### src/rtl/btn_debounce_if.sv
// Button conditioning bus: raw pins in, debounced level and press/release events out.
// master = user/board side driving the pins, slave = btn_debounce.
interface btn_debounce_if #(
    parameter int NUM_BTN = 4
);
    logic [NUM_BTN-1:0] btn_in;
    logic [NUM_BTN-1:0] btn_state;
    logic [NUM_BTN-1:0] btn_press;
    logic [NUM_BTN-1:0] btn_release;

    modport master (
        output btn_in,
        input  btn_state,
        input  btn_press,
        input  btn_release
    );

    modport slave (
        input  btn_in,
        output btn_state,
        output btn_press,
        output btn_release
    );
endinterface

### src/rtl/btn_debounce.sv
// btn_debounce: per-channel 2-flop synchronizer followed by a confirm-counter FSM.
// A new level is accepted only after 2**DB_LOG2 consecutive mismatching samples;
// acceptance emits a single-cycle press (0->1) or release (1->0) pulse.
// Optional feature: define BTN_DEBOUNCE_AUTOREPEAT_EN to re-fire btn_press every
// 2**RPT_LOG2 cycles while a button is held.
module btn_debounce #(
    parameter int NUM_BTN  = 4,
    parameter int DB_LOG2  = 16,
    parameter int RPT_LOG2 = 22
) (
    input  logic          clk,
    input  logic          resetn,
    btn_debounce_if.slave bus
);

    typedef enum logic {
        STABLE  = 1'b0,
        CONFIRM = 1'b1
    } db_state_t;

    // Reject configurations where a counter would have no bits.
    if (DB_LOG2 < 1 || RPT_LOG2 < 1) begin : g_bad_param
        $error("btn_debounce: DB_LOG2 and RPT_LOG2 must be at least 1");
    end

    logic [NUM_BTN-1:0] s1;
    logic [NUM_BTN-1:0] s2;
    logic [NUM_BTN-1:0] state_v;
    logic [NUM_BTN-1:0] press_v;
    logic [NUM_BTN-1:0] release_v;

    // Stage 0 -> 1: two-flop synchronizer for the asynchronous pins
    always_ff @(posedge clk or negedge resetn) begin
        if (!resetn) begin
            s1 <= '0;
            s2 <= '0;
        end else begin
            s1 <= bus.btn_in;
            s2 <= s1;
        end
    end

    for (genvar g = 0; g < NUM_BTN; g++) begin : g_ch
        db_state_t          st;
        logic [DB_LOG2-1:0] cnt;
        logic               lvl;
        logic               prs;
        logic               rls;
`ifdef BTN_DEBOUNCE_AUTOREPEAT_EN
        logic [RPT_LOG2-1:0] rpt;
`endif

        // Stage 1 -> 2: confirm-counter FSM with registered level and event outputs
        always_ff @(posedge clk or negedge resetn) begin
            if (!resetn) begin
                st  <= STABLE;
                cnt <= '0;
                lvl <= 1'b0;
                prs <= 1'b0;
                rls <= 1'b0;
`ifdef BTN_DEBOUNCE_AUTOREPEAT_EN
                rpt <= '0;
`endif
            end else begin
                prs <= 1'b0;
                rls <= 1'b0;
`ifdef BTN_DEBOUNCE_AUTOREPEAT_EN
                // Repeat timer runs only while the accepted level is high; an
                // acceptance below overrides it (release cancels, press restarts).
                if (!lvl) begin
                    rpt <= '0;
                end else if (rpt == '1) begin
                    rpt <= '0;
                    prs <= 1'b1;
                end else begin
                    rpt <= rpt + 1'b1;
                end
`endif
                case (st)
                    STABLE: begin
                        if (s2[g] != lvl) begin
                            st  <= CONFIRM;
                            cnt <= DB_LOG2'(1);
                        end else begin
                            cnt <= '0;
                        end
                    end
                    CONFIRM: begin
                        if (s2[g] == lvl) begin
                            // Bounce back to the old level: drop the pending change.
                            st  <= STABLE;
                            cnt <= '0;
                        end else if (cnt != '1) begin
                            cnt <= cnt + 1'b1;
                        end else begin
                            lvl <= s2[g];
                            cnt <= '0;
                            st  <= STABLE;
                            prs <= s2[g];
                            rls <= ~s2[g];
`ifdef BTN_DEBOUNCE_AUTOREPEAT_EN
                            rpt <= '0;
`endif
                        end
                    end
                    default: begin
                        st  <= STABLE;
                        cnt <= '0;
                    end
                endcase
            end
        end

        assign state_v[g]   = lvl;
        assign press_v[g]   = prs;
        assign release_v[g] = rls;
    end

    assign bus.btn_state   = state_v;
    assign bus.btn_press   = press_v;
    assign bus.btn_release = release_v;

endmodule

### src/flat_wrapper.sv
// flat-port wrapper written by rule: the top's interface ports become plain ports
module btn_debounce_flat 
#(
    parameter int NUM_BTN  = 4,
    parameter int DB_LOG2  = 16,
    parameter int RPT_LOG2 = 22
)
  (clk, resetn, bus_btn_in, bus_btn_state, bus_btn_press, bus_btn_release);
  btn_debounce_if #(.NUM_BTN(NUM_BTN)) bus_i ();
  input  logic clk;
  input  logic resetn;
  input wire logic [$bits(bus_i.btn_in)-1:0] bus_btn_in;
  output wire logic [$bits(bus_i.btn_state)-1:0] bus_btn_state;
  output wire logic [$bits(bus_i.btn_press)-1:0] bus_btn_press;
  output wire logic [$bits(bus_i.btn_release)-1:0] bus_btn_release;
  assign bus_i.btn_in = bus_btn_in;
  assign bus_btn_state = bus_i.btn_state;
  assign bus_btn_press = bus_i.btn_press;
  assign bus_btn_release = bus_i.btn_release;
  btn_debounce #(.NUM_BTN(NUM_BTN), .DB_LOG2(DB_LOG2), .RPT_LOG2(RPT_LOG2)) u_core (.clk(clk), .resetn(resetn), .bus(bus_i));
endmodule
### config.mk
export PLATFORM = sky130hd
export DESIGN_NAME = btn_debounce_flat
export DESIGN_NICKNAME = d
export VERILOG_FILES = /design/src/rtl/btn_debounce_if.sv /design/src/rtl/btn_debounce.sv /design/src/flat_wrapper.sv
export SDC_FILE = /design/constraint.sdc
export NUM_CORES = 1
export LEC_CHECK = 0
export ABC_CLOCK_PERIOD_IN_PS = 2400
export CAP_MARGIN = 10
export CORE_MARGIN = 3
export CORE_UTILIZATION = 25
export DETAILED_ROUTE_END_ITERATION = 8
export SETUP_SLACK_MARGIN = 0.3
export SYNTH_ARGS = -nofsm -noshare
export SYNTH_HDL_FRONTEND = slang
export SYNTH_SLANG_ARGS = --single-unit
### constraint.sdc
create_clock -name clk -period 2.4 [get_ports clk]
set_input_delay 0.48 -clock clk [delete_from_list [all_inputs] [get_ports clk]]
set_output_delay 0.48 -clock clk [all_outputs]
set_load 0.005 [all_outputs]
==> results of run 1 <==
-- layout make-up --
class	count	area (µm²)	share of cell area, %
sequential	88	2200	46.4
inverter	15	56.3	1.19
tap	211	264	5.56
timing repair buffer	22	230	4.85
clock inverter	6	91.3	1.92
multi-input combinational	269	1670	35.1
clock buffer	10	239	5.03
-- cell usage in the layout, fill, tap and decap left out, types with 5 or more instances in the layout --
cell type        count
a21oi_1              5
clkbuf_16            9
clkdlybuf4s50_1     16
dfrtp_1             88
inv_1               15
nand2_1             20
nand3_1             21
nand4_1             18
nor2_1              70
nor3_1              15
nor4_1              15
o21ai_0              6
xnor2_1             44
xor2_1              13
-- flip-flops by register name (all words and copies together) (netlist names) --
register / flops
u_core.s2: 4
u_core.s1: 4
u_core.g_ch.lvl: 4
u_core.g_ch.rls: 4
u_core.g_ch.prs: 4
u_core.g_ch.st: 4
u_core.g_ch.cnt: 64
-- cells in the mapped netlist, types with 5 or more instances --
cell     instances  area, µm²
nor3_1          15       75.1
nand2_1         20       75.1
a21oi_1          5       25.0
nor4_1          16        100
inv_1           15       56.3
nand4_1         18        113
xor2_1          13        114
dfrtp_1         88       2200
buf_4           13       97.6
nand3_1         21        105
nor2_1          70        263
xnor2_1         44        385
o21ai_0          6       30.0
-- routing by layer --
layer,track usage [%],up-vias
met4,2.94,0
met5,0,-
met3,3.27,8
met1,11.4,1269
met2,13.0,32
li1,-,1343
-- where the power goes --
group | total, W | internal [W] | switching [W]
clock | 0.00152 | 0.000943 | 0.000580
sequential | 0.00153 | 0.00151 | 0.0000249
combinational | 0.000115 | 0.0000417 | 0.0000729
-- cells by family (layout without fill, tap and decap cells) --
kind of cell | count (synthesis) | count (layout) | synth area share, %
buffers and inverters | 33 | 53 | 4.57
xor gates and xnor gates | 57 | 57 | 12.4
and+or+nand+nor | 186 | 186 | 23.1
AOI/OAI and AO/OA | 17 | 17 | 2.55
DFF | 88 | 88 | 54.7
muxes | 5 | 5 | 1.40
adders and majority gates | 4 | 4 | 1.24
-- stage by stage --
step | hold WS [ns] | power (W) | util (%)
after global placement | 0.335 | 0.00166 | 28.2
final | 0.168 | 0.00317 | 30.7
after floorplan | 0.184 | 0.00161 | -
after detailed placement | 0.335 | 0.00167 | 28.2
after global routing | 0.234 | 0.00331 | 30.7
after CTS | 0.212 | 0.00322 | 30.4
-- final timing paths --
path                                               end             startpoint  depth (start not counted)  slack (ns)
max in group asynchronous           u_core.g_ch[3].lvl                 resetn                          2        1.60
worst min register to register            u_core.s2[1]           u_core.s1[1]                          0        0.35
worst max register to register      u_core.g_ch[1].lvl  u_core.g_ch[1].cnt[0]                          5        0.47
worst min-delay path            u_core.g_ch[2].cnt[11]                 resetn                          1        0.17
worst max-delay path                u_core.g_ch[1].lvl  u_core.g_ch[1].cnt[0]                          5        0.47
min in group clk                          u_core.s2[1]           u_core.s1[1]                          0        0.35
-- timing repair --
action	4_1_cts	5_1_grt
hold buffers	0	0
setup buffers	0	1
resized for setup	0	4
setup endpoints to repair	0	25
==> metrics, run 1 <==
Synth Register Bits=88; first-pass GRT wire length=12,500 µm; Tmin final=1.93 ns; row count=45; Routed met1 length=3460 µm; Post-synth top flop=dfrtp_1; Avg Vias per Cell=4.27; post-route cell area=0.00475 mm²; power per cell area=668 mW/mm²; Fmax achieved=0.517 GHz; Core ar.=0.0155 mm²; critical path class=flip-flop to flip-flop; Slew @ Worst Pin=0.676 ns; Synth Area per Inst=10.3 µm²; final setup fails=0; Syn Inst Count=390; total gr overflow=0; critical path's slowest cell=dfrtp_1; Via Count=2,652; Peak VDD IR=0.000414 V; met2 wire len=3160 µm; antenna violations before repair=0; dpl hpwl=4800 µm; Crit. End Element=flip-flop; unrepaired setup endpoints after global routing=yes; Post-Syn Area=0.00402 mm²; Slew HR=55.0%; max layer used=met4; crit path DAT=2.16 ns; cell family with most CP delay=simple AND/OR/NAND/NOR gates; DR iter-0 viols=168; worst skew pair latency=0.34 ns; Netlist cell types=36; Worst path max stage delay=0.43 ns; WP data required=2.63 ns; CP max FO=6; WP buf/inv=0; Total GRT Usage=8.61%; Die H=133 µm; placed cells=604; fin. max-slew vios=0; CTS H-tree lvls=3; wirelength, routed=7000 µm; post-synth net total=400; Die Area=0.0177 mm²; hold crit path type=input pin to async pin; clock tree sinks=88; wire per inst=11.3 µm; area post-placement=0.00437 mm²; asr flop ratio synth=100%; Max Clock Skew=0.00461 ns; drc violations=0; largest net degree at the start of global routing=54; Yosys Warn Count=0; max_cap viols=0; share of layout cells above drive strength 1=9.02%; vias in the first global route=2,645; Root Driver=clkbuf_16; Startpoint Class=flip-flop; initial cell density of the core=26.0%; Layout Cells excl Fill=621; status=complete, no violations; DR WL met3=282 µm; NumNets Final=415; GP Congestion=0.785; EDFF count, synth=0; crit share post-route=80.6%; Hold Fails Final Rpt=0; maximum clock insertion buffer count=2; antenna viol nets, final=0; Worst-path clk slew=0.07 ns; chip width=133 µm; number of top-level pins=18; Layout area overhead=18.0%; FILL cells=1,562; Lkg Pwr=1.84 nW; pre-CTS WS=0.325 ns; Port Buf Inserts=17; CTS tree=yes; Pre-antenna DRT Iters=4; antenna cells=0; setup TNS=0 ns; sequential fraction of the synthesis area=54.7%; final worst slack=0.466 ns; Num CTS Buffers=9; CP cell instances=ha_1 > nand4_1 > nor4_4 > nand3_1 > mux2_2
Power figures use the tool's default switching activity.
==> run 2, diff against run 1 <==
--- a/config.mk
+++ b/config.mk
@@ -5,7 +5,7 @@
 export SDC_FILE = /design/constraint.sdc
 export NUM_CORES = 1
 export LEC_CHECK = 0
-export ABC_CLOCK_PERIOD_IN_PS = 2400
+export ABC_CLOCK_PERIOD_IN_PS = 2000
 export CAP_MARGIN = 10
 export CORE_MARGIN = 3
 export CORE_UTILIZATION = 25
==> constraint.sdc (replaced) <==
create_clock -name clk -period 2 [get_ports clk]
set_input_delay 0.4 -clock clk [delete_from_list [all_inputs] [get_ports clk]]
set_output_delay 0.4 -clock clk [all_outputs]
set_load 0.005 [all_outputs]
==> run 2 against run 1 <==
Effect of this change:
- maximum frequency increased by 15%
- cell count up 5.8%
- combinational power increased by 43%
- sequential power is 20% higher
- first-iteration DRC count down 34%
- wire length grew 6.1%
- die area stayed put
- cell area increased by 7.0%
- via count up 7.4%
- sequential share of layout area decreased by 2.9 points
- count of clock-buffer cells in the layout grew 3
- global-route usage decreased by 0.17 points
- critical endpoint is now u_core.g_ch[0].lvl
- largest cell class unchanged
- highest routed layer unchanged
==> metrics, run 2 (synthesized netlist as in run 1, its figures left out) <==
status=complete, no violations (unchanged); Root Driver=clkbuf_16 (unchanged); Fmax achieved=0.595 GHz (was 0.517 GHz); Via Count=2,848 (was 2,652); total gr overflow=0 (unchanged); cell family with most CP delay=simple AND/OR/NAND/NOR gates (unchanged); largest net degree at the start of global routing=38 (was 54); dpl hpwl=4960 µm (was 4800 µm); Max Clock Skew=0.00604 ns (was 0.00461 ns); antenna viol nets, final=0 (unchanged); DR iter-0 viols=111 (was 168); Crit. End Element=flip-flop (unchanged); Core ar.=0.0155 mm² (unchanged); first-pass GRT wire length=12,500 µm (unchanged); WP buf/inv=0 (unchanged); wire per inst=11.3 µm (about the same); GP Congestion=0.815 (was 0.785); Lkg Pwr=2.03 nW (was 1.84 nW); max FFs per register=64 (unchanged); Tmin final=1.68 ns (was 1.93 ns); crit path DAT=1.90 ns (was 2.16 ns); Total GRT Usage=8.44% (was 8.61%); wirelength, routed=7430 µm (was 7000 µm); largest reg by FF count=u_core.g_ch.cnt (unchanged); fin. max-slew vios=0 (unchanged); Worst path max stage delay=0.48 ns (was 0.43 ns); antenna violations before repair=0 (unchanged); critical path's slowest cell=or4_4 (was dfrtp_1); Layout area overhead=26.3% (was 18.0%); max_cap viols=0 (unchanged); final worst slack=0.318 ns (was 0.466 ns); Die H=133 µm (unchanged); drc violations=0 (unchanged); number of top-level pins=18 (unchanged); Slew @ Worst Pin=0.491 ns (was 0.676 ns); Peak VDD IR=0.000583 V (was 0.000414 V); worst skew pair latency=0.33 ns (was 0.34 ns); final setup fails=0 (unchanged); Avg Vias per Cell=4.33 (was 4.27); initial cell density of the core=26.0% (unchanged); power per cell area=711 mW/mm² (was 668 mW/mm²); commonest non-fill, non-tap cell in the layout=dfrtp_1 (unchanged); placed cells=607 (was 604); Port Buf Inserts=17 (unchanged); clock tree sinks=88 (unchanged); CTS Hold Bufs=0 (unchanged); Layout Cells excl Fill=657 (was 621); NumNets Final=451 (was 415); Worst R2R End=u_core.g_ch[0].lvl (was u_core.g_ch[1].lvl); CP max FO=6 (unchanged); Startpoint Class=flip-flop (unchanged); CTS tree=yes (unchanged); share of layout cells above drive strength 1=19.5% (was 9.02%); vias in the first global route=2,768 (was 2,645); CTS H-tree lvls=3 (unchanged); Die Area=0.0177 mm² (unchanged); hold crit path type=input pin to async pin (unchanged); R2R depth=5 (unchanged); unrepaired setup endpoints after global routing=yes (unchanged); Critical R2R Launch=u_core.g_ch[0].cnt[1] (was u_core.g_ch[1].cnt[0]); Pre-antenna DRT Iters=4 (unchanged); Num CTS Buffers=9 (unchanged); CP cell instances=ha_2 > nand3_2 > or4_4 > nor3_4 > mux2_4 (was ha_1 > nand4_1 > nor4_4 > nand3_1 > mux2_2); Slew HR=67.3% (was 55.0%); crit share post-route=84.1% (was 80.6%); Worst-path clk slew=0.06 ns (was 0.07 ns); critical path class=flip-flop to flip-flop (unchanged); chip width=133 µm (unchanged); WP data required=2.22 ns (was 2.63 ns); row count=45 (unchanged); setup TNS=0 ns (unchanged); antenna cells=0 (unchanged); maximum clock insertion buffer count=2 (unchanged); pre-CTS WS=0.234 ns (was 0.325 ns); setup slack, reg-to-reg=0.32 ns (was 0.47 ns); most frequent cells in the layout=84 x dfrtp_1, 69 x nor2_1, 44 x xnor2_1, 41 x buf_4, 20 x nand2_1 (was 88 x dfrtp_1, 70 x nor2_1, 44 x xnor2_1, 21 x nand3_1, 20 x nand2_1); Hold Fails Final Rpt=0 (unchanged)
-- run 2: cell types whose count changed in the layout (fill, tap and decap cells not counted), sizes merged --
| cell | delta |
|---|---|
| inv | -1 |
| bufinv | -1 |
| clkinv | +1 |
| clkbuf | +3 |
| buf | +36 |
| clkinvlp | -2 |
-- run 2: power breakdown --
part           internal, W  total (W)  switching [W]
Combinational    0.0000695   0.000165      0.0000953
Sequential         0.00181    0.00184      0.0000280
Clock             0.000968    0.00161       0.000644
-- run 2: cell type report --
class | instances | area (µm²)
fillers | 1511 | 10400
flip-flops and latches | 88 | 2210
multi-input cells | 269 | 1780
repair buffers | 58 | 488
well taps | 211 | 264
clock buffers | 13 | 240
inverters | 15 | 56.3
clock inverters | 3 | 42.5
-- run 2: through the flow --
| step | hold slack [ns] | util, % | total power [W] | instance area (µm²) |
|---|---|---|---|---|
| 2_1_floorplan | 0.104 | - | 0.00193 | 4060 |
| 3_3_place_gp | 0.337 | 28.6 | 0.00200 | 4420 |
| 3_5_place_dp | 0.335 | 28.6 | 0.00201 | 4420 |
| 4_1_cts | 0.0463 | 30.8 | 0.00364 | 4770 |
| 5_1_grt | 0.0741 | 32.8 | 0.00377 | 5080 |
| 6_report | 0.0259 | 32.8 | 0.00361 | 5080 |
-- run 2: metal layers --
layer	part of all wire [%]	vias up	GRT usage (%)
met5	0	-	0
met4	1.6	0	2.89
met3	3.8	13	2.47
met2	49	40	13.5
met1	46	1384	10.9
li1	-	1411	-
-- run 2: repair_timing --
action                                  4_1_cts  5_1_grt
resized for setup                             4       21
pin swaps                                     1       10
endpoints found under the setup margin       16       66
buffers inserted                              6       28
-- run 2: worst max path at each step --
stage	startpoint	to	slack [ns]	depth (start not counted)
finish	u_core.g_ch[0].cnt[1]	u_core.g_ch[0].lvl	0.32	5
global route	u_core.g_ch[2].cnt[0]	u_core.g_ch[2].cnt[0]	0.23	5
CTS	u_core.g_ch[0].cnt[4]	u_core.g_ch[0].lvl	0.29	4
detailed placement	u_core.g_ch[0].cnt[0]	u_core.g_ch[0].cnt[14]	0.23	5
global placement	u_core.g_ch[0].cnt[0]	u_core.g_ch[0].lvl	0.27	5
floorplan	u_core.g_ch[0].cnt[0]	u_core.g_ch[0].lvl	0.26	6
-- run 2: worst reg2reg max path, cell delays in order (launching register included) --
cell,delay (ns)
dfrtp_1,0.36
ha_2,0.19
nand3_2,0.07
or4_4,0.48
nor3_4,0.17
mux2_4,0.31
